--- src/rtl/neuron_dot_fetch_if.sv ---
// Bus between one neuron's dot-product sequencer and its weight/activation BRAM
// pair, plus the start/done handshake toward the activation stage.
interface neuron_dot_fetch_if #(
  parameter int ADDR_W = 5,
  parameter int DATA_W = 16
);
  logic              START;
  logic              BUSY;
  logic              DONE;
  logic [DATA_W-1:0] RESULT;
  logic [ADDR_W-1:0] ADDR;
  logic              EN;
  logic              WE;
  logic [DATA_W-1:0] DI;
  logic [DATA_W-1:0] W_DO;
  logic [DATA_W-1:0] X_DO;

  // master: the sequencer, which drives the BRAM address and reports results
  modport master (
    input  START, W_DO, X_DO,
    output ADDR, EN, WE, DI, BUSY, DONE, RESULT
  );

  // slave: BRAM pair plus the requester
  modport slave (
    output START, W_DO, X_DO,
    input  ADDR, EN, WE, DI, BUSY, DONE, RESULT
  );
endinterface

--- src/rtl/neuron_dot_fetch.sv ---
// One-neuron dot product: sweeps both BRAMs, accumulates signed Q8.8 products
// at full precision, then emits a saturated Q8.8 result with a DONE pulse.
module neuron_dot_fetch #(
  parameter int DEPTH  = 28,
  parameter int ADDR_W = 5,
  parameter int DATA_W = 16,
  parameter int FRAC   = 8,
  parameter int ACC_W  = 40
) (
  input  logic              CLK,
  input  logic              RST_N,
  neuron_dot_fetch_if.master bus
);

  typedef enum logic [1:0] {IDLE, FETCH, DRAIN} state_e;

  localparam logic [ADDR_W-1:0] LAST_ADDR = ADDR_W'(DEPTH - 1);
  localparam logic signed [ACC_W-1:0] SAT_MAX =
    {{(ACC_W-DATA_W+1){1'b0}}, {(DATA_W-1){1'b1}}};
  localparam logic signed [ACC_W-1:0] SAT_MIN =
    {{(ACC_W-DATA_W+1){1'b1}}, {(DATA_W-1){1'b0}}};

  state_e                   state_q, state_d;
  logic [ADDR_W-1:0]        addr_q, addr_d;
  logic                     en_q, en_d;
  logic                     done_q, done_d;
  logic signed [DATA_W-1:0] result_q, result_d;
  logic signed [ACC_W-1:0]  acc_q, acc_d;

  logic                       rd_valid;
  logic signed [2*DATA_W-1:0] prod;
  logic signed [ACC_W-1:0]    prod_ext;
  logic signed [ACC_W-1:0]    shifted;
  logic signed [DATA_W-1:0]   sat_val;

  // Read data at a posedge belongs to the address launched one cycle earlier,
  // so every posedge spent in FETCH retires exactly one word (P1..P(DEPTH)).
  assign rd_valid = (state_q == FETCH);
  assign prod     = $signed(bus.W_DO) * $signed(bus.X_DO);
  assign prod_ext = {{(ACC_W-2*DATA_W){prod[2*DATA_W-1]}}, prod};

  always_comb begin
    shifted = acc_q >>> FRAC;
    if (shifted > SAT_MAX)      sat_val = SAT_MAX[DATA_W-1:0];
    else if (shifted < SAT_MIN) sat_val = SAT_MIN[DATA_W-1:0];
    else                        sat_val = shifted[DATA_W-1:0];
  end

  // State register
  always_ff @(posedge CLK or negedge RST_N) begin
    if (!RST_N) state_q <= IDLE;
    else        state_q <= state_d;
  end

  // Next state
  always_comb begin
    state_d = state_q;
    case (state_q)
      IDLE:    if (bus.START) state_d = FETCH;
      FETCH:   if (addr_q == LAST_ADDR) state_d = DRAIN;
      DRAIN:   state_d = IDLE;
      default: state_d = IDLE;
    endcase
  end

  // Outputs and datapath
  always_comb begin
    addr_d   = addr_q;
    en_d     = en_q;
    done_d   = 1'b0;
    result_d = result_q;
    acc_d    = acc_q;
    if (rd_valid) acc_d = acc_q + prod_ext;
    case (state_q)
      IDLE: begin
        if (bus.START) begin
          addr_d = '0;
          en_d   = 1'b1;
          acc_d  = '0;
        end
      end
      FETCH: begin
        if (addr_q == LAST_ADDR) begin
          en_d   = 1'b0;
          addr_d = '0;
        end else begin
          addr_d = addr_q + ADDR_W'(1);
        end
      end
      DRAIN: begin
        result_d = sat_val;
        done_d   = 1'b1;
      end
      default: ;
    endcase
  end

  always_ff @(posedge CLK or negedge RST_N) begin
    if (!RST_N) begin
      addr_q   <= '0;
      en_q     <= 1'b0;
      done_q   <= 1'b0;
      result_q <= '0;
      acc_q    <= '0;
    end else begin
      addr_q   <= addr_d;
      en_q     <= en_d;
      done_q   <= done_d;
      result_q <= result_d;
      acc_q    <= acc_d;
    end
  end

  assign bus.ADDR   = addr_q;
  assign bus.EN     = en_q;
  assign bus.WE     = 1'b0;
  assign bus.DI     = '0;
  assign bus.BUSY   = (state_q != IDLE);
  assign bus.DONE   = done_q;
  assign bus.RESULT = result_q;

endmodule
--- src/flat_wrapper.sv ---
// flat-port wrapper written by rule: the top's interface ports become plain ports
module neuron_dot_fetch_flat 
#(
  parameter int DEPTH  = 28,
  parameter int ADDR_W = 5,
  parameter int DATA_W = 16,
  parameter int FRAC   = 8,
  parameter int ACC_W  = 40
)
  (CLK, RST_N, bus_START, bus_W_DO, bus_X_DO, bus_ADDR, bus_EN, bus_WE, bus_DI, bus_BUSY, bus_DONE, bus_RESULT);
  neuron_dot_fetch_if #(.ADDR_W(ADDR_W), .DATA_W(DATA_W)) bus_i ();
  input  logic CLK;
  input  logic RST_N;
  input wire logic [$bits(bus_i.START)-1:0] bus_START;
  input wire logic [$bits(bus_i.W_DO)-1:0] bus_W_DO;
  input wire logic [$bits(bus_i.X_DO)-1:0] bus_X_DO;
  output wire logic [$bits(bus_i.ADDR)-1:0] bus_ADDR;
  output wire logic [$bits(bus_i.EN)-1:0] bus_EN;
  output wire logic [$bits(bus_i.WE)-1:0] bus_WE;
  output wire logic [$bits(bus_i.DI)-1:0] bus_DI;
  output wire logic [$bits(bus_i.BUSY)-1:0] bus_BUSY;
  output wire logic [$bits(bus_i.DONE)-1:0] bus_DONE;
  output wire logic [$bits(bus_i.RESULT)-1:0] bus_RESULT;
  assign bus_i.START = bus_START;
  assign bus_i.W_DO = bus_W_DO;
  assign bus_i.X_DO = bus_X_DO;
  assign bus_ADDR = bus_i.ADDR;
  assign bus_EN = bus_i.EN;
  assign bus_WE = bus_i.WE;
  assign bus_DI = bus_i.DI;
  assign bus_BUSY = bus_i.BUSY;
  assign bus_DONE = bus_i.DONE;
  assign bus_RESULT = bus_i.RESULT;
  neuron_dot_fetch #(.DEPTH(DEPTH), .ADDR_W(ADDR_W), .DATA_W(DATA_W), .FRAC(FRAC), .ACC_W(ACC_W)) u_core (.CLK(CLK), .RST_N(RST_N), .bus(bus_i));
endmodule
--- config.mk ---
export PLATFORM = sky130hd
export DESIGN_NAME = neuron_dot_fetch_flat
export DESIGN_NICKNAME = d
export VERILOG_FILES = /design/src/rtl/neuron_dot_fetch_if.sv /design/src/rtl/neuron_dot_fetch.sv /design/src/flat_wrapper.sv
export SDC_FILE = /design/constraint.sdc
export NUM_CORES = 1
export LEC_CHECK = 0
export CORE_MARGIN = 2
export CORE_UTILIZATION = 55
export DETAILED_ROUTE_END_ITERATION = 8
export PLACE_DENSITY_LB_ADDON = 0.15
export RECOVER_POWER = 50
export SETUP_SLACK_MARGIN = 0.1
export SLEW_MARGIN = 20
export SYNTH_ARGS = -nofsm -noshare
export SYNTH_HDL_FRONTEND = slang
export SYNTH_SLANG_ARGS = --single-unit
export TNS_END_PERCENT = 50
--- constraint.sdc ---
create_clock -name CLK -period 9.5 [get_ports CLK]
set_clock_uncertainty 0.15 [all_clocks]
set_input_delay 2.85 -clock CLK [delete_from_list [all_inputs] [get_ports CLK]]
set_output_delay 2.85 -clock CLK [all_outputs]
set_load 0.005 [all_outputs]
==> flow_summary.rst, run 1 <==
.. list-table::
   :header-rows: 1

   * - Metric
     - Value
   * - Max-slew violation count
     - 66
   * - Busiest layer in global routing
     - met2
   * - Share of the cycle needed by the critical path after routing
     - 0.967
   * - Cell Area, Placed
     - 0.0169 mm2
   * - Upper clock frequency limit
     - 109 MHz
   * - Buffer depth of the longest clock path
     - 2
   * - Most used flip-flop cell after synthesis
     - sky130_fd_sc_hd__dfrtp_1
   * - Number of levels in the clock H-tree
     - 3
   * - Fraction of the core area covered by cells at the end of the flow
     - 0.641
   * - Worst hold path cell count
     - 2
   * - Reg2reg setup slack
     - 3940 ps
   * - Inserted Clock Buffers
     - 9
   * - Data arrival time at the worst-slack endpoint
     - 9300 ps
   * - Hold Crit Start
     - u_core.bus.RESULT[2]
   * - Wirelength per Cell
     - 16.2 um
   * - Endpoint type of the worst setup path
     - register
   * - Share of the synthesized area in the top cell type
     - 0.435
   * - Diodes inserted
     - 0
   * - Starting density of the core
     - 0.562
   * - Clock tree from TritonCTS
     - yes
   * - First-pass GRT wire length
     - roughly 60000 um
   * - Worst slew margin relative to its limit
     - -1.29
   * - Clock latency on the worst-skew pair
     - 320 ps
   * - Startpoint of the most critical register-to-register path
     - u_core.acc_q[9]
   * - Number of antenna violations at the first check in global routing
     - 0
   * - Tmin final
     - between 9000 and 10000 ps
   * - Biggest area contributors in the synthesized netlist
     - sky130_fd_sc_hd__fa_1 (43%), sky130_fd_sc_hd__dfrtp_1 (11%), sky130_fd_sc_hd__inv_1 (10%), sky130_fd_sc_hd__ha_1 (9.6%), sky130_fd_sc_hd__nand2_1 (5.6%)
   * - GPL Wtd Cong
     - around 0.9
   * - All-layer global routing usage
     - 0.261
   * - Sinks on Clock Net
     - 65
   * - Count of warnings emitted by yosys
     - 0
   * - Synthesis-to-layout area growth
     - 14.0%
   * - Number of flops mapped to enable cells by yosys
     - 0
   * - Most frequently used cell type in the post-synthesis netlist
     - sky130_fd_sc_hd__inv_1
   * - Number of hold-slack violations in the final timing report
     - 0
   * - DRC violations left
     - 0
   * - Row count
     - 60
   * - Pin count of the biggest net entering global routing
     - 66
   * - Outcome
     - complete, but fails checks
   * - Area of all placed cells without fillers
     - ~0.017 mm2
   * - Synthesized cell area
     - 0.0152 mm2
   * - Final setup violation count
     - 0
   * - Sequential cell area fraction in the yosys report
     - 0.107
   * - Area of the core
     - 0.0270 mm2
   * - Library cell with the largest summed area after synthesis
     - sky130_fd_sc_hd__fa_1
   * - Syn Area/Cell
     - ~9.1 um2
   * - Gate count of the mapped netlist
     - 1669
   * - Drt first pass iters
     - 7
   * - Met1 Usage GRT
     - 0.382
   * - Share of post-route cells with drive strength above 1
     - 0.0901
   * - CP max stage cell
     - sky130_fd_sc_hd__fa_1
   * - Global routing usage on met2
     - 0.427
   * - Number of nets still failing antenna checks after routing
     - 0
   * - Number of placed cells counting well taps
     - 2124
   * - Capture endpoint of the worst hold path
     - u_core.bus.RESULT[2]
   * - Violation count after the first detailed-route iteration
     - 517
   * - Clock-pin slew reported for the worst setup and hold paths after clock tree synthesis
     - around 50 ps
   * - Boundary Pins
     - 76
   * - Vias in the first global route
     - 11.9k
   * - Max Cap Violations
     - 1
   * - Critical path's largest stage delay
     - 570 ps
   * - Total routed wirelength
     - 34700 um
   * - Share of flip-flops with an asynchronous set or reset after synthesis
     - 1.00
   * - Root cell of the clock tree
     - sky130_fd_sc_hd__clkbuf_16
   * - CP Data Required Time
     - 9610 ps
   * - Width of the chip
     - 170 um
   * - Number of filler cells placed in the layout
     - between 2k and 2.5k
   * - Die boundary height
     - around 170 um
   * - Crit start category
     - primary input
   * - Reg-to-reg endpoint
     - u_core.acc_q[36]
   * - Sum of net half-perimeters after detailed placement
     - 30100 um
   * - Critical path type
     - in2reg
   * - Avg Vias per Cell
     - between 5 and 6
   * - Via count
     - 11.2k
   * - Distinct cell type count after synthesis
     - 59
   * - Worst R2R Path Depth
     - 17
   * - Hold crit path type
     - reg2reg
   * - Number of hold-repair buffers added at the cts stage
     - 0
   * - RSZ-0062 raised after global routing
     - true
   * - Flip-flop and latch count after synthesis
     - 65
   * - Largest fanout on the critical path
     - 16
   * - Transition time at the pin with the least slew margin
     - between 3000 and 4000 ps
   * - Total congestion overflow
     - 0
   * - Number of standard cells in the layout, taps in and fillers out
     - 2140
   * - Die Area
     - 0.0290 mm2
   * - Global-route track usage on met3
     - 0.0309
   * - Critical path's most frequent cell
     - sky130_fd_sc_hd__fa_1
   * - Cells traversed along the worst timing path
     - clkdlybuf4s50_1 > buf_12 > and2_1 > fa_1 > inv_1 > fa_1 > fa_1 > fa_1 > inv_1 > fa_1 > inv_1 > fa_1 > inv_1 > ha_4 > nand4_1 > o31ai_2 > nor3_2 > or4_4 > a311oi_4 > a21bo_4 > a21o_1 > a211o_1 > a32o_1
   * - # nets final
     - about 2.3k
   * - Port bufs
     - 58
   * - Ranking of synthesized cells by instance count
     - sky130_fd_sc_hd__inv_1 (416), sky130_fd_sc_hd__fa_1 (330), sky130_fd_sc_hd__nand2_1 (225)
   * - Failing checks
     - max-capacitance violations, max-slew violations
[final cells by class]
type | count | area (um2) | area share
Clock buffer | 11 | 253 | 0.0146
Clock inverter | 5 | 53.8 | 0.00311
Inverter | 416 | 1560 | 0.0902
Multi-Input combinational cell | 1130 | 11800 | 0.682
Sequential cell | 65 | 1630 | 0.0939
Tap cell | 341 | 427 | 0.0246
Timing Repair Buffer | 172 | 1590 | 0.0916
[cell usage in the layout, fill, tap and decap left out, types with 7 or more instances in the layout]
cell type,netlist,final
sky130_fd_sc_hd__nand2_1,225,223
sky130_fd_sc_hd__clkbuf_16,0,9
sky130_fd_sc_hd__xnor2_1,18,18
sky130_fd_sc_hd__a21oi_1,54,53
sky130_fd_sc_hd__nor2_1,58,57
sky130_fd_sc_hd__fa_1,330,326
sky130_fd_sc_hd__nand2b_1,10,10
sky130_fd_sc_hd__nand3_1,14,14
sky130_fd_sc_hd__buf_12,0,11
sky130_fd_sc_hd__clkdlybuf4s50_1,0,48
sky130_fd_sc_hd__dfrtp_1,65,65
sky130_fd_sc_hd__nand4_1,9,9
sky130_fd_sc_hd__a21o_1,10,10
sky130_fd_sc_hd__xor2_1,17,17
sky130_fd_sc_hd__conb_1,1,17
sky130_fd_sc_hd__a211oi_1,8,7
sky130_fd_sc_hd__and2_1,114,114
sky130_fd_sc_hd__o21ai_0,47,46
sky130_fd_sc_hd__inv_1,416,415
sky130_fd_sc_hd__buf_4,19,102
sky130_fd_sc_hd__dlymetal6s2s_1,0,8
sky130_fd_sc_hd__ha_1,116,111
[worst max-delay path by stage]
stage	from	to	slack [ps]	cells after the start
3_3_place_gp	bus_W_DO[7]	u_core.acc_q[39]	-50	21
2_1_floorplan	bus_W_DO[15]	u_core.acc_q[36]	430	23
5_1_grt	bus_W_DO[15]	u_core.acc_q[39]	30	24
4_1_cts	bus_X_DO[4]	u_core.acc_q[36]	150	25
6_report	bus_W_DO[5]	u_core.acc_q[36]	310	23
3_5_place_dp	bus_X_DO[4]	u_core.acc_q[39]	-180	23
[per-stage QoR]
| stage | hold WS (ps) | setup WS, ps | TNS [ps] |
|---|---|---|---|
| finish | 339 | 310 | 0 |
| global route | 374 | 33.1 | 0 |
| CTS | 338 | 152 | 0 |
| detailed placement | 316 | -184 | -799 |
| global placement | 319 | -50.4 | -100 |
| floorplan | 320 | 434 | 0 |
[cell families (layout without fill, tap and decap cells)]
kind of cell               Yosys count  in the layout  synth area share
and+or+nand+nor                    468            468             0.146
AOI/OAI and AO/OA                  162            162            0.0663
other                                1             17          0.000247
DFF                                 65             65             0.107
xor gates and xnor gates            35             35            0.0202
buffers and inverters              490            604             0.128
muxes                                2              2           0.00132
adders and majority gates          446            446             0.531
[worst max-delay path, delay by kind of cell]
| family | cells | cell delay, ps |
|---|---|---|
| AO/OA/AOI/OAI | 6 | 1240 |
| adder cells (fa/ha/maj) | 7 | 3460 |
| buffers and inverters | 6 | 880 |
| AND/OR/NAND/NOR | 4 | 860 |
[timing repair]
| action | CTS | global route |
|---|---|---|
| buffers inserted | 0 | 0 |
| gates resized for setup | 0 | 34 |
| setup endpoints to repair | 0 | 15 |
[sequential cells by signal, summed over array words and instances, names as in the netlist]
name	flops
u_core.bus.DONE	1
u_core.acc_q	40
u_core.bus.RESULT	16
u_core.bus.EN	1
u_core.bus.ADDR	5
u_core.state_q	2
[per-layer routing]
layer	part of all wire	routed length (um)
met5	0	0
met4	0.013	444
met3	0.050	1750
met2	0.49	16900
met1	0.45	15600
Power of run 1 is left out: the tool's default activity adds up to more than one toggle a clock period on the data nets, which glitch-free logic cannot reach.
==> inputs of run 2 (changes only) <==
--- a/config.mk
+++ b/config.mk
@@ -7,6 +7,7 @@
 export LEC_CHECK = 0
 export CORE_MARGIN = 2
-export CORE_UTILIZATION = 55
+export CORE_UTILIZATION = 30
 export DETAILED_ROUTE_END_ITERATION = 8
+export GPL_ROUTABILITY_DRIVEN = 0
 export PLACE_DENSITY_LB_ADDON = 0.15
 export RECOVER_POWER = 50
==> constraint.sdc (replaced) <==
create_clock -name CLK -period 9.5 [get_ports CLK]
set_clock_uncertainty 0.15 [all_clocks]
set_input_delay 2.85 -clock CLK [delete_from_list [all_inputs] [get_ports CLK]]
set_output_delay 2.85 -clock CLK [all_outputs]
set_load 0.1 [all_outputs]
==> run 2 against run 1 <==
  * Die area increased by 81%
  * Wire length up 13%
  * Worst hold slack better by 16 ps
  * Highest routed layer unchanged
  * Register-to-register slack lost 50 ps
  * Global-route usage shrank 10 points
  * Maximum frequency grew 0.19%
  * The flow still finishes with violations (max-capacitance violations, max-slew violations)
  * Critical path depth rose by 1
  * Critical endpoint unchanged
  * Non-clock buffer count is 48 higher
==> flow_summary.rst, run 2 (synthesis gave the netlist of run 1 again) <==
.. list-table::
   :header-rows: 1

   * - Metric
     - Value
   * - Violation count after the first detailed-route iteration
     - 559 (+8.1%)
   * - CP max stage cell
     - sky130_fd_sc_hd__fa_1
   * - Number of levels in the clock H-tree
     - 3 (unchanged)
   * - Critical path type
     - in2reg
   * - Worst R2R Path Depth
     - 18 (+1)
   * - Sinks on Clock Net
     - 65 (unchanged)
   * - Reg-to-reg endpoint
     - u_core.acc_q[36]
   * - Total congestion overflow
     - 0 (unchanged)
   * - Endpoint type of the worst setup path
     - register
   * - Hold crit path type
     - reg2reg
   * - Starting density of the core
     - 0.303 (-0.259)
   * - Final setup violation count
     - 0 (unchanged)
   * - Share of the cycle needed by the critical path after routing
     - 0.965 (-0.00186)
   * - Hold Crit Start
     - u_core.bus.RESULT[6]
   * - Avg Vias per Cell
     - 4.43 (-16%)
   * - Tmin final
     - 9170 ps (-17.6 ps)
   * - Boundary Pins
     - 76 (unchanged)
   * - Worst slew margin relative to its limit
     - -1.42 (-0.133)
   * - Pin count of the biggest net entering global routing
     - 66 (unchanged)
   * - Root cell of the clock tree
     - sky130_fd_sc_hd__clkbuf_16
   * - Width of the chip
     - 229 um (+35%)
   * - Transition time at the pin with the least slew margin
     - 3630 ps (+199 ps)
   * - Buffer depth of the longest clock path
     - 2 (unchanged)
   * - Max Cap Violations
     - 1 (unchanged)
   * - Critical path's most frequent cell
     - sky130_fd_sc_hd__fa_1
   * - Diodes inserted
     - 0 (unchanged)
   * - Worst hold-check slack
     - 355 ps (+16.0 ps)
   * - # nets final
     - 2323 (+2.1%)
   * - Clock-pin slew reported for the worst setup and hold paths after clock tree synthesis
     - 60 ps (about the same)
   * - DRC violations left
     - 0 (unchanged)
   * - Via count
     - 11.2k (-0.69%)
   * - Outcome
     - complete, but fails checks
   * - Number of hold-slack violations in the final timing report
     - 0 (unchanged)
   * - Upper clock frequency limit
     - 109 MHz (+0.19%)
   * - Fin worst setup slack
     - 328 ps (+17.6 ps)
   * - Sum of net half-perimeters after detailed placement
     - 34500 um (+14%)
   * - First-pass GRT wire length
     - 67500 um (+13%)
   * - Reg2reg setup slack
     - 3890 ps (-50 ps)
   * - Clock tree from TritonCTS
     - yes
   * - Startpoint of the most critical register-to-register path
     - u_core.acc_q[23]
   * - Largest fanout on the critical path
     - 5 (-11)
   * - Wirelength per Cell
     - 15.5 um (-4.3%)
   * - Failing checks
     - max-capacitance violations, max-slew violations
   * - Area of the core
     - 0.0501 mm2 (+85%)
   * - Port bufs
     - 58 (unchanged)
   * - Vias in the first global route
     - 12.5k (+4.3%)
   * - Capture endpoint of the worst hold path
     - u_core.bus.RESULT[6]
   * - Area of all placed cells without fillers
     - 0.0183 mm2 (+5.6%)
   * - Die boundary height
     - 229 um (+35%)
   * - Max-slew violation count
     - 66 (unchanged)
   * - Number of hold-repair buffers added at the cts stage
     - 0 (unchanged)
   * - Total routed wirelength
     - 39100 um (+13%)
   * - Post-Place Setup Slack
     - -303 ps (-119 ps)
   * - Crit start category
     - primary input
   * - CP Data Required Time
     - 9560 ps (-50 ps)
   * - Synthesis-to-layout area growth
     - 20.4%
   * - Data arrival time at the worst-slack endpoint
     - 9240 ps (-60 ps)
   * - Commonest non-fill, non-tap cells in the layout
     - sky130_fd_sc_hd__inv_1 (411), sky130_fd_sc_hd__fa_1 (319), sky130_fd_sc_hd__nand2_1 (222)
   * - Share of post-route cells with drive strength above 1
     - 0.127 (+0.0366)
   * - Flip-flop count of the largest register, all copies and words added
     - 40 (unchanged)
   * - Critical path's largest stage delay
     - 550 ps (-20 ps)
   * - Number of nets still failing antenna checks after routing
     - 0 (unchanged)
   * - Cell Area, Placed
     - 0.0177 mm2 (+4.8%)
   * - Inserted Clock Buffers
     - 9 (unchanged)
   * - Cells traversed along the worst timing path
     - clkdlybuf4s50_1 > buf_4 > buf_4 > and2_1 > fa_1 > fa_1 > fa_1 > fa_2 > fa_1 > inv_1 > fa_1 > inv_1 > ha_1 > buf_4 > nand2_1 > o21ai_0 > a21oi_2 > nand2b_4 > a311oi_4 > buf_4 > a21bo_4 > a21o_1 > a211o_1 > a32o_1
   * - Most flop-heavy register
     - u_core.acc_q
   * - Most common cell after layout, fill and taps aside
     - sky130_fd_sc_hd__inv_1
   * - Clock latency on the worst-skew pair
     - 330 ps (about the same)
   * - All-layer global routing usage
     - 0.160 (-0.101)
   * - Row count
     - 82 (+37%)
   * - Number of antenna violations at the first check in global routing
     - 0 (unchanged)
   * - Die Area
     - 0.0524 mm2 (+81%)
   * - RSZ-0062 raised after global routing
     - true
   * - Worst hold path cell count
     - 2 (unchanged)
   * - Drt first pass iters
     - 5 (-2)
-- run 2: changes by cell type in the layout (fill, tap and decap cells not counted), sizes merged --
cell | previous run | this run
buf | 114 | 162
clkdlybuf4s50 | 48 | 44
dlymetal6s2s | 8 | 12
bufinv | 1 | 0
clkbuf | 12 | 11
clkinvlp | 0 | 1
inv | 416 | 417
-- run 2: area by class of cell --
type                            instances  area, um2
Clock buffer                           10        229
Timing Repair Buffer                  220       2070
Multi-Input combinational cell       1130      11900
Inverter                              416       1560
Clock inverter                          6       43.8
Fill cell                            5284      31800
Sequential cell                        65       1630
Tap cell                              672        841
-- run 2: through the flow --
| stage | instances | setup TNS (ps) | util |
|---|---|---|---|
| floorplan | 1685 | 0 | - |
| global placement | 2499 | -2000 | 0.353 |
| detailed placement | 2499 | -1950 | 0.353 |
| CTS | 2515 | 0 | 0.359 |
| global route | 2519 | 0 | 0.365 |
| finish | 2519 | 0 | 0.365 |
-- run 2: per-layer routing --
metal	wire length, um	vias up	track usage
met1	19100	5728	0.237
met5	0	-	0
met2	18800	134	0.265
met3	866	12	0.0102
met4	229	0	0.0181
li1	-	5281	-
-- run 2: critical path, delay by kind of cell --
family          cells  cell delay (ps)
buf+inv             7             1280
compound gates      7             1330
simple gates        3              360
fa+ha+maj           7             3400
-- run 2: what timing repair did --
action                     in CTS  in global routing
resized for setup               1                 81
setup endpoints to repair       3                 18
buffers inserted                0                  4
pin swaps                       0                 27
-- run 2: worst max-delay path by stage --
| stage | start | depth (start not counted) | end |
|---|---|---|---|
| final | bus_W_DO[3] | 24 | u_core.acc_q[36] |
| after global routing | bus_W_DO[5] | 25 | u_core.acc_q[33] |
| after CTS | bus_X_DO[6] | 26 | u_core.acc_q[36] |
| after detailed placement | bus_X_DO[6] | 26 | u_core.acc_q[38] |
| after global placement | bus_X_DO[6] | 26 | u_core.acc_q[38] |
| after floorplan | bus_W_DO[15] | 23 | u_core.acc_q[36] |
Power of run 2 is left out for the same reason.
==> inputs of run 3 (changes only) <==
Settings changed: ABC_AREA from default to 1, GPL_ROUTABILITY_DRIVEN 0 to default.
==> run 3 against run 2 <==
  * The run still ends with max-capacitance violations, max-slew violations left
  * Worst hold slack worse by 10 ps
  * Maximum frequency rose by 1.6%
  * Global-route usage grew 1.5 points
  * Critical endpoint unchanged
  * Largest cell class unchanged
==> flow_summary.rst, run 3 <==
.. list-table::
   :header-rows: 1

   * - Metric
     - Value
   * - Outcome
     - complete, but fails checks
   * - Failing checks
     - max-capacitance violations, max-slew violations
   * - Number of antenna violations at the first check in global routing
     - 1 (+1)
   * - Upper clock frequency limit
     - 111 MHz (+1.6%)
   * - Critical path's largest stage delay
     - 700 ps (+150 ps)
   * - Sinks on Clock Net
     - 65 (unchanged)
   * - Number of placed cells counting well taps
     - 3015 (+21%)
   * - Worst slew margin relative to its limit
     - -1.72 (-0.299)
   * - Ranking of synthesized cells by instance count
     - sky130_fd_sc_hd__inv_1 (711), sky130_fd_sc_hd__nand2_1 (532), sky130_fd_sc_hd__fa_1 (330)
   * - Total area of sequential cells
     - 0.00163 mm2 (unchanged)
   * - Number of flops mapped to enable cells by yosys
     - 0 (unchanged)
   * - Endpoint type of the worst setup path
     - register
   * - Library cell with the largest summed area after synthesis
     - sky130_fd_sc_hd__fa_1
   * - Number of standard cells in the layout, taps in and fillers out
     - 3031 (+20%)
   * - Max-slew violation count
     - 66 (unchanged)
   * - Worst hold-check slack
     - 344 ps (-10.4 ps)
   * - Worst hold path cell count
     - 2 (unchanged)
   * - CP Data Required Time
     - 9590 ps (+30 ps)
   * - All-layer global routing usage
     - 0.175 (+0.0153)
   * - Multi-input gate area in the final layout
     - 0.0121 mm2 (+1.5%)
   * - Reg-to-reg endpoint
     - u_core.acc_q[36]
   * - # nets final
     - 2759 (+19%)
   * - Flip-flop and latch count after synthesis
     - 65 (unchanged)
   * - Number of buffers inserted to repair setup after CTS
     - 0 (unchanged)
   * - Worst R2R Path Depth
     - 19 (+1)
   * - Port bufs
     - 58 (unchanged)
   * - Most flop-heavy register
     - u_core.acc_q
   * - Syn Area/Cell
     - 7.54 um2 (-17%)
   * - Biggest area contributors in the synthesized netlist
     - sky130_fd_sc_hd__fa_1 (39%), sky130_fd_sc_hd__inv_1 (16%), sky130_fd_sc_hd__nand2_1 (12%), sky130_fd_sc_hd__dfrtp_1 (9.7%), sky130_fd_sc_hd__ha_1 (8.7%)
   * - Critical path type
     - in2reg
   * - Inserted Clock Buffers
     - 9 (unchanged)
   * - Area of the core
     - 0.0552 mm2 (+10%)
   * - Count of instances resized after the clock tree is built
     - 0 (-1)
   * - Total congestion overflow
     - 0 (unchanged)
   * - Startpoint of the most critical register-to-register path
     - u_core.acc_q[15]
   * - Met1 Usage GRT
     - 0.247 (+0.00973)
   * - CP Launch Point
     - bus_X_DO[11]
   * - Tmin final
     - 9030 ps (-140 ps)
   * - Number of nets still failing antenna checks after routing
     - 0 (unchanged)
   * - RSZ-0062 raised after global routing
     - true
   * - Total routed wirelength
     - 47100 um (+21%)
   * - Number of levels in the clock H-tree
     - 3 (unchanged)
   * - Diodes inserted
     - 0 (unchanged)
   * - Flip-flop count of the largest register, all copies and words added
     - 40 (unchanged)
   * - Max Cap Violations
     - 1 (unchanged)
   * - Die boundary height
     - 240 um (+5.0%)
   * - First-pass GRT wire length
     - 78400 um (+16%)
   * - Boundary Pins
     - 76 (unchanged)
   * - Cells traversed along the worst timing path
     - clkdlybuf4s50_1 > buf_4 > nand2_1 > inv_1 > fa_1 > inv_1 > fa_1 > inv_1 > fa_1 > fa_1 > fa_1 > inv_1 > fa_1 > inv_1 > ha_1 > nand2_1 > nor2_2 > nand2_1 > nor3_1 > nand3_1 > nand4_1 > nand3_1 > nand2_1 > inv_1
   * - Row count
     - 86 (+4.9%)
   * - Pin count of the biggest net entering global routing
     - 69 (+4.5%)
   * - Number of hold-repair buffers added at the cts stage
     - 0 (unchanged)
   * - Busiest layer in global routing
     - met2
   * - Share of the synthesized area in the top cell type
     - 0.394 (-0.0412)
   * - Clock latency on the worst-skew pair
     - 350 ps (+20 ps)
   * - Via count
     - 13.0k (+17%)
   * - Capture endpoint of the worst hold path
     - u_core.bus.RESULT[9]
   * - Share of post-route cells with drive strength above 1
     - 0.0600 (-0.0667)
   * - Die Area
     - 0.0578 mm2 (+10%)
   * - Distinct cell type count after synthesis
     - 42 (-29%)
   * - Most common cell after layout, fill and taps aside
     - sky130_fd_sc_hd__inv_1
   * - Global routing usage on met2
     - 0.294 (+0.0294)
   * - Starting density of the core
     - 0.304 (+0.000584)
   * - Drt first pass iters
     - 5 (unchanged)
   * - Data arrival time at the worst-slack endpoint
     - 9130 ps (-110 ps)
   * - Violation count after the first detailed-route iteration
     - 617 (+10%)
   * - Buffer depth of the longest clock path
     - 2 (unchanged)
   * - Most used flip-flop cell after synthesis
     - sky130_fd_sc_hd__dfrtp_1
   * - Commonest non-fill, non-tap cells in the layout
     - sky130_fd_sc_hd__inv_1 (711), sky130_fd_sc_hd__nand2_1 (532), sky130_fd_sc_hd__fa_1 (330)
   * - Largest fanout on the critical path
     - 9 (+4)
   * - Gate count of the mapped netlist
     - 2225 (+33%)
   * - Width of the chip
     - 240 um (+5.0%)
   * - CP max stage cell
     - sky130_fd_sc_hd__clkdlybuf4s50_1
   * - Sum of net half-perimeters after detailed placement
     - 41100 um (+19%)
   * - Share of the cycle needed by the critical path after routing
     - 0.951 (-0.0148)
   * - Hold Crit Start
     - u_core.bus.RESULT[9]
   * - Transition time at the pin with the least slew margin
     - 4080 ps (+449 ps)
   * - Final setup violation count
     - 0 (unchanged)
   * - Wirelength per Cell
     - 15.5 um (+0.29%)
   * - Hold crit path type
     - reg2reg
   * - Most frequently used cell type in the post-synthesis netlist
     - sky130_fd_sc_hd__inv_1
   * - Global-route track usage on met3
     - 0.0108 (+0.000583)
   * - Share of flip-flops with an asynchronous set or reset after synthesis
     - 1.00 (unchanged)
   * - DRC violations left
     - 0 (unchanged)
   * - Synthesis-to-layout area growth
     - 11.5%
   * - Clock tree from TritonCTS
     - yes
   * - Vias in the first global route
     - 14.2k (+14%)
   * - Sequential cell area fraction in the yosys report
     - 0.0970 (-0.0101)
   * - Crit start category
     - primary input
   * - Number of filler cells placed in the layout
     - 5979 (+13%)
   * - Clock-pin slew reported for the worst setup and hold paths after clock tree synthesis
     - 60 ps (about the same)
   * - Count of warnings emitted by yosys
     - 0 (unchanged)
   * - Synthesized cell area
     - 0.0168 mm2 (+10%)
   * - Root cell of the clock tree
     - sky130_fd_sc_hd__clkbuf_16
   * - GPL Wtd Cong
     - 0.895
   * - Number of hold-slack violations in the final timing report
     - 0 (unchanged)
   * - Avg Vias per Cell
     - 4.30 (-2.9%)
   * - Reg2reg setup slack
     - 4320 ps (+430 ps)
==> run 3: cell count changes after synthesis, moves of 16 or more <==
cell                       change
sky130_fd_sc_hd__a21oi_1      -22
sky130_fd_sc_hd__clkbuf_1     +23
sky130_fd_sc_hd__and2_1      -113
sky130_fd_sc_hd__xnor2_1      -16
sky130_fd_sc_hd__inv_1       +295
sky130_fd_sc_hd__nand3_1      +60
sky130_fd_sc_hd__nor2_1       +38
sky130_fd_sc_hd__nand2_1     +307
==> run 3: worst max path at each step <==
stage,end,cells past startpoint
final,u_core.acc_q[36],24
after global routing,u_core.acc_q[36],24
after CTS,u_core.acc_q[32],24
after detailed placement,u_core.acc_q[32],24
after global placement,u_core.acc_q[32],24
after floorplan,u_core.acc_q[39],24
==> run 3: final cells by class <==
| cell class | count | area share |
|---|---|---|
| Multi-Input combinational cell | 1364 | 0.647 |
| Tap cell | 748 | 0.0500 |
| Sequential cell | 65 | 0.0870 |
| Inverter | 720 | 0.145 |
| Clock inverter | 7 | 0.00415 |
| Clock buffer | 9 | 0.0120 |
| Timing Repair Buffer | 118 | 0.0555 |
==> run 3: critical path, delay by kind of cell <==
family                   cells  cell delay [ps]
adder cells (fa/ha/maj)      7             3580
buffers and inverters        8             1330
AND/OR/NAND/NOR              9             1350
==> run 3: per-layer routing <==
layer  vias to the layer above  share of wire
li1                       6365              -
met1                      6413           0.48
met2                       186           0.48
met3                        65          0.021
met4                         2          0.022
met5                         -        0.00019
==> run 3: cells by family after synthesis <==
family	after synthesis	synth area share
buf+inv	812	0.186
simple gates	782	0.195
fa+ha+maj	446	0.480
compound gates	114	0.0386
flops	65	0.0970
xor+xnor	5	0.00261
other cells	1	0.000224
==> run 3: per-stage QoR <==
stage | utilization | setup WS, ps | setup TNS (ps) | cell area [um2]
3_5_place_dp | 0.333 | -10.3 | -10.3 | 18400
3_3_place_gp | 0.333 | -58.6 | -104 | 18400
2_1_floorplan | - | 983 | 0 | 16800
6_report | 0.339 | 468 | 0 | 18700
5_1_grt | 0.339 | 97.6 | 0 | 18700
4_1_cts | 0.339 | 342 | 0 | 18700
Power of run 3 is left out for the same reason.
==> RTL edit 1 (settings of run 1) <==
Make the reset (`RST_N`) synchronous in 2 clocked blocks.
--- a/src/rtl/neuron_dot_fetch.sv
+++ b/src/rtl/neuron_dot_fetch.sv
@@ -47,7 +47,7 @@
   end
 
   // State register
-  always_ff @(posedge CLK or negedge RST_N) begin
+  always_ff @(posedge CLK) begin
     if (!RST_N) state_q <= IDLE;
     else        state_q <= state_d;
   end
@@ -95,7 +95,7 @@
     endcase
   end
 
-  always_ff @(posedge CLK or negedge RST_N) begin
+  always_ff @(posedge CLK) begin
     if (!RST_N) begin
       addr_q   <= '0;
       en_q     <= 1'b0;
Formal check against the unedited RTL: differs if RST_N is asserted again (counterexample within 4 cycles, from zero or initial values and one cycle with RST_N low); with RST_N held inactive, the same outputs for 10 cycles.
==> RTL edit 1 against run 1 <==
- cell count is 0.14% higher
- first-iteration DRC count grew 32%
- sequential cell count unchanged
- critical path depth shrank 1
- cell area fell by 2.8%
- global-route usage decreased by 0.40 points
- setup slack improved by 0.067 ns
- wire length down 1.9%
- area after synthesis decreased by 1.2%
- highest routed layer unchanged
Power is not shown: default switching activity piles up to over one toggle a cycle in this logic, so the estimate is an artifact.
==> RTL edit 1: results (changes against run 1) <==
metric;value;unit;change
antenna_found_initial;0;;unchanged
grt_use_total;25.7;%;-0.40 points
grt_start_max_net_pins;36;;-45%
post_synth_main_area_contributors;fa_1, inv_1, ha_1, dfxtp_1, nand2_1;;
fillCellCount;2361;;+2.4%
layout_commonest_cell;inv_1;;
drive_above_1_share;6.99;%;-2.0 points
firstDrtPassIters;5;;-2
slew_headroom;34.2;%;+160 points
clk_pin_slew;0.06;ns;
critical-path-max-stage-delay;0.55;ns;-0.02 ns
viasPerCell;5.28;;+0.64%
worstPathArrival;9.24;ns;-0.06 ns
post_drt_wl_per_cell;15.9;µm;-2.1%
wl_met2;17200;µm;+1.4%
clockRootBuffer;clkbuf_16;;
largest_reg_flops;40;;unchanged
first_global_vias;11900;;-0.39%
run_status;finished, final reports clean;;
r2r_setup_slack;4.10;ns;+0.16 ns
critPathMaxFanout;11;;-5
synth_ff_type;dfxtp_1;;
drtIter0Drc;682;;+32%
ys_seq_area_share;8.67;%;-2.0 points
h-tree-depth;3;;unchanged
top_layer_used;met4;;
hold_path_class;register to register;;
wl_met1;14900;µm;-4.4%
cts_buffers;9;;unchanged
synth_common_cells;inv_1, fa_1, nand2_1;;
synth-async-reset-ratio;0;%;-100 points
port_buffers;58;;unchanged
wl_met3;1330;µm;-24%
post-dp-hpwl;29800;µm;-1.2%
finish.net_count;2278;;+0.13%
grt_pass1_wl;58800;µm;-2.1%
crit_slowest_cell;fa_1;;
place_congestion;0.898;;-1.4%
==> RTL edit 1: timing repair <==
item	4_1_cts	5_1_grt
setup endpoints to repair	0	9
gates resized for setup	0	7
hold buffers	0	0
==> RTL edit 1: cells by family after synthesis <==
group | share of synthesized area (%)
other | 0.0250
flip-flops | 8.67
multiplexers | 0.200
adder cells (fa/ha/maj) | 53.7
buffers and inverters | 12.7
XOR/XNOR | 1.63
AND/OR/NAND/NOR | 15.3
AO/OA/AOI/OAI | 7.73
==> RTL edit 1: through the flow <==
step                cells  cell area, µm²  worst slack (ns)  hold WS [ns]
detailed placement   2127           16500            0.0297         0.300
global placement     2127           16500            0.0670         0.289
finish               2143           16800             0.377         0.305
CTS                  2143           16800             0.327         0.308
global route         2143           16800             0.105         0.318
floorplan            1710           15100             0.651         0.286
==> RTL edit 1: cell type report <==
type	instances	area share, %
clock buffers	10	1.42
clock inverters	6	0.401
inverters	418	9.32
multi-input cells	1154	70.5
flip-flops and latches	65	7.73
well taps	341	2.53
repair buffers	149	8.10
==> RTL edit 1: worst reg2reg max path, cell delays in order (launching register included) <==
cell	delay [ns]
dfxtp_1	0.37
inv_1	0.09
fa_1	0.52
inv_1	0.06
fa_1	0.52
fa_1	0.44
fa_1	0.53
inv_1	0.07
fa_1	0.54
inv_1	0.04
ha_1	0.34
nand2_1	0.10
nor3_1	0.22
nand3_1	0.11
a311o_1	0.38
a21oi_2	0.26
o211ai_2	0.13
a2111o_1	0.41
nand3_1	0.06
==> RTL edit 1: path summary, 6_finish.rpt <==
check                                                       start                           endpoint  cells after the start
worst max-delay path                                  bus_X_DO[4]        u_core.acc_q[36]$_SDFF_PN0_                     22
worst min-delay path            u_core.bus.RESULT[6]$_SDFFE_PN0P_  u_core.bus.RESULT[6]$_SDFFE_PN0P_                      2
worst max register to register        u_core.acc_q[15]$_SDFF_PN0_        u_core.acc_q[36]$_SDFF_PN0_                     18
worst min register to register  u_core.bus.RESULT[6]$_SDFFE_PN0P_  u_core.bus.RESULT[6]$_SDFFE_PN0P_                      2
==> RTL edit 1: metal layers <==
layer / track usage [%] / up-vias
li1: - / 5283
met4: 5.87 / 0
met2: 44.5 / 253
met3: 2.22 / 43
met5: 0 / -
met1: 35.4 / 5741
==> RTL edit 2 (settings of run 1) <==
Made on the original files. `ACC_W` is set to 40 in 2 places; all go to 60.
--- a/src/rtl/neuron_dot_fetch.sv
+++ b/src/rtl/neuron_dot_fetch.sv
@@ -5,7 +5,7 @@
   parameter int ADDR_W = 5,
   parameter int DATA_W = 16,
   parameter int FRAC   = 8,
-  parameter int ACC_W  = 40
+  parameter int ACC_W  = 60
 ) (
   input  logic              CLK,
   input  logic              RST_N,
--- a/src/flat_wrapper.sv
+++ b/src/flat_wrapper.sv
@@ -5,7 +5,7 @@
   parameter int ADDR_W = 5,
   parameter int DATA_W = 16,
   parameter int FRAC   = 8,
-  parameter int ACC_W  = 40
+  parameter int ACC_W  = 60
 )
   (CLK, RST_N, bus_START, bus_W_DO, bus_X_DO, bus_ADDR, bus_EN, bus_WE, bus_DI, bus_BUSY, bus_DONE, bus_RESULT);
   neuron_dot_fetch_if #(.ADDR_W(ADDR_W), .DATA_W(DATA_W)) bus_i ();
Formal check against the unedited RTL: same outputs for any inputs over 10 cycles, from zero or initial values and one cycle with RST_N low; that may be too few to reach the edited logic, so the function may still have changed.
==> RTL edit 2 against run 1 <==
- the flow still finishes with violations (max-capacitance violations, max-slew violations)
- via count up 39%
- sequential share of layout area down 0.45 points
- area after synthesis up 30%
- sequential cell count up 20
- cell area up 37%
- wire length up 50%
- setup slack worse by 0.072 ns
- highest routed layer unchanged
Power is left out: the tool's default activity adds up to more than one toggle a clock period on the data nets, which glitch-free logic cannot reach.
==> RTL edit 2: results (changes against run 1) <==
metric;value;unit;change
grt_start_max_net_pins;77;;+17%
clk-insertion-delay-late;0.36;ns;+0.04 ns
diodes;0;;unchanged
regMostFlops;u_core.acc_q;;
clockRootBuffer;clkbuf_16;;
slew_violations;77;;+17%
synth-async-reset-ratio;100;%;unchanged
drv_cap;1;;unchanged
synth_cell_type_count;75;;+27%
port_buffers;58;;unchanged
synth_warnings;0;;unchanged
grt_pass1_wl;88900;µm;+48%
hold_path_class;register to register;;
critical-path-max-stage-delay;0.86;ns;+0.29 ns
critPathTopFamily;adder cells;;
worst-slew-pin-transition;4.30;ns;+0.867 ns
use_met1;39.3;%;+1.1 points
synth_common_cells;inv_1, fa_1, nand2_1;;
post-dp-hpwl;43400;µm;+44%
critPathMaxFanout;8;;-8
cts_buffers;9;;unchanged
fillCellCount;2872;;+25%
place_congestion;0.912;;+0.20%
clock_path_buffers;2;;unchanged
totalWireLength;52000;µm;+50%
crit_slowest_cell;fa_4;;
finish.net_count;3040;;+34%
antenna_found_initial;0;;unchanged
ys_seq_area_share;10.8;%;+0.055 points
violations;max-capacitance violations, max-slew violations;;
viasPerCell;5.38;;+2.6%
h-tree-depth;3;;unchanged
grt_use_total;29.5;%;+3.4 points
drtIter0Drc;903;;+75%
clk_pin_slew;0.07;ns;+0.02 ns
grt_util_met2;51.6;%;+9.0 points
drive_above_1_share;17.3;%;+8.3 points
post_synth_main_area_contributors;fa_1, dfrtp_1, ha_1, inv_1, nand2_1;;
grtUsageMet3;2.37;%;-0.72 points
first_global_vias;17200;;+44%
synth_ff_type;dfrtp_1;;
run_status;finished, violations left;;
firstDrtPassIters;6;;-1
largest_reg_flops;60;;+50%
==> RTL edit 2: timing repair <==
action / 4_1_cts / 5_1_grt
cloned: 1 / 0
setup buffers: 5 / 12
pin swaps: 27 / 50
endpoints found under the setup margin: 27 / 33
resized for setup: 54 / 88
==> RTL edit 2: worst paths after layout <==
check,start,cells after the start,to,slack [ns]
worst min-delay path,u_core.bus.ADDR[4]$_DFFE_PN0P_,1,u_core.bus.ADDR[4]$_DFFE_PN0P_,0.37
worst min register to register,u_core.bus.ADDR[4]$_DFFE_PN0P_,1,u_core.bus.ADDR[4]$_DFFE_PN0P_,0.37
worst max-delay path,bus_W_DO[15],23,u_core.acc_q[56]$_DFF_PN0_,0.24
worst max register to register,u_core.acc_q[15]$_DFF_PN0_,20,u_core.acc_q[39]$_DFF_PN0_,3.86
min in group asynchronous,RST_N,1,u_core.acc_q[1]$_DFF_PN0_,2.33
max in group asynchronous,RST_N,2,u_core.acc_q[51]$_DFF_PN0_,2.35
==> RTL edit 2: worst reg2reg max path, delay by kind of cell, from the launching register on <==
family | cells | cell delay [ns]
compound gates | 3 | 0.53
fa+ha+maj | 6 | 2.80
flops | 1 | 0.35
buf+inv | 5 | 0.44
simple gates | 6 | 1.23
==> RTL edit 2: kinds of logic (layout without fill, tap and decap cells) <==
logic type               count (synthesis)  count (layout)  synth area share [%]
AO/OA/AOI/OAI                          283             283                  9.25
XOR/XNOR                                51              51                  2.26
adder cells (fa/ha/maj)                566             566                  51.4
buffers and inverters                  607             862                  11.9
flip-flops                              85              85                  10.8
multiplexers                             5               5                 0.253
other                                    1              17                0.0190
AND/OR/NAND/NOR                        575             575                  14.1
==> RTL edit 2: through the flow <==
step / hold slack, ns / area (µm²) / setup WS, ns / instances / util, %
6_report: 0.367 / 23800 / 0.239 / 2905 / 67.0
5_1_grt: 0.412 / 23800 / 0.0445 / 2905 / 67.0
4_1_cts: 0.361 / 23400 / 0.103 / 2895 / 66.1
3_5_place_dp: 0.350 / 22900 / -0.745 / 2873 / 64.5
3_3_place_gp: 0.347 / 22900 / -0.660 / 2873 / 64.5
2_1_floorplan: 0.346 / 20100 / -0.445 / 2189 / -
==> RTL edit 2: cell type report <==
class	count	share of cell area, %
Multi-Input combinational cell	1497	67.0
Sequential cell	85	8.94
Tap cell	461	2.42
Inverter	511	8.12
Clock inverter	7	0.368
Timing Repair Buffer	335	12.2
Clock buffer	9	0.947
==> RTL edit 2: metal layers <==
layer / up-vias / share of wire, %
met2: 423 / 51
met5: - / 0
li1: 7160 / -
met4: 0 / 3.0
met1: 7944 / 42
met3: 111 / 4.2
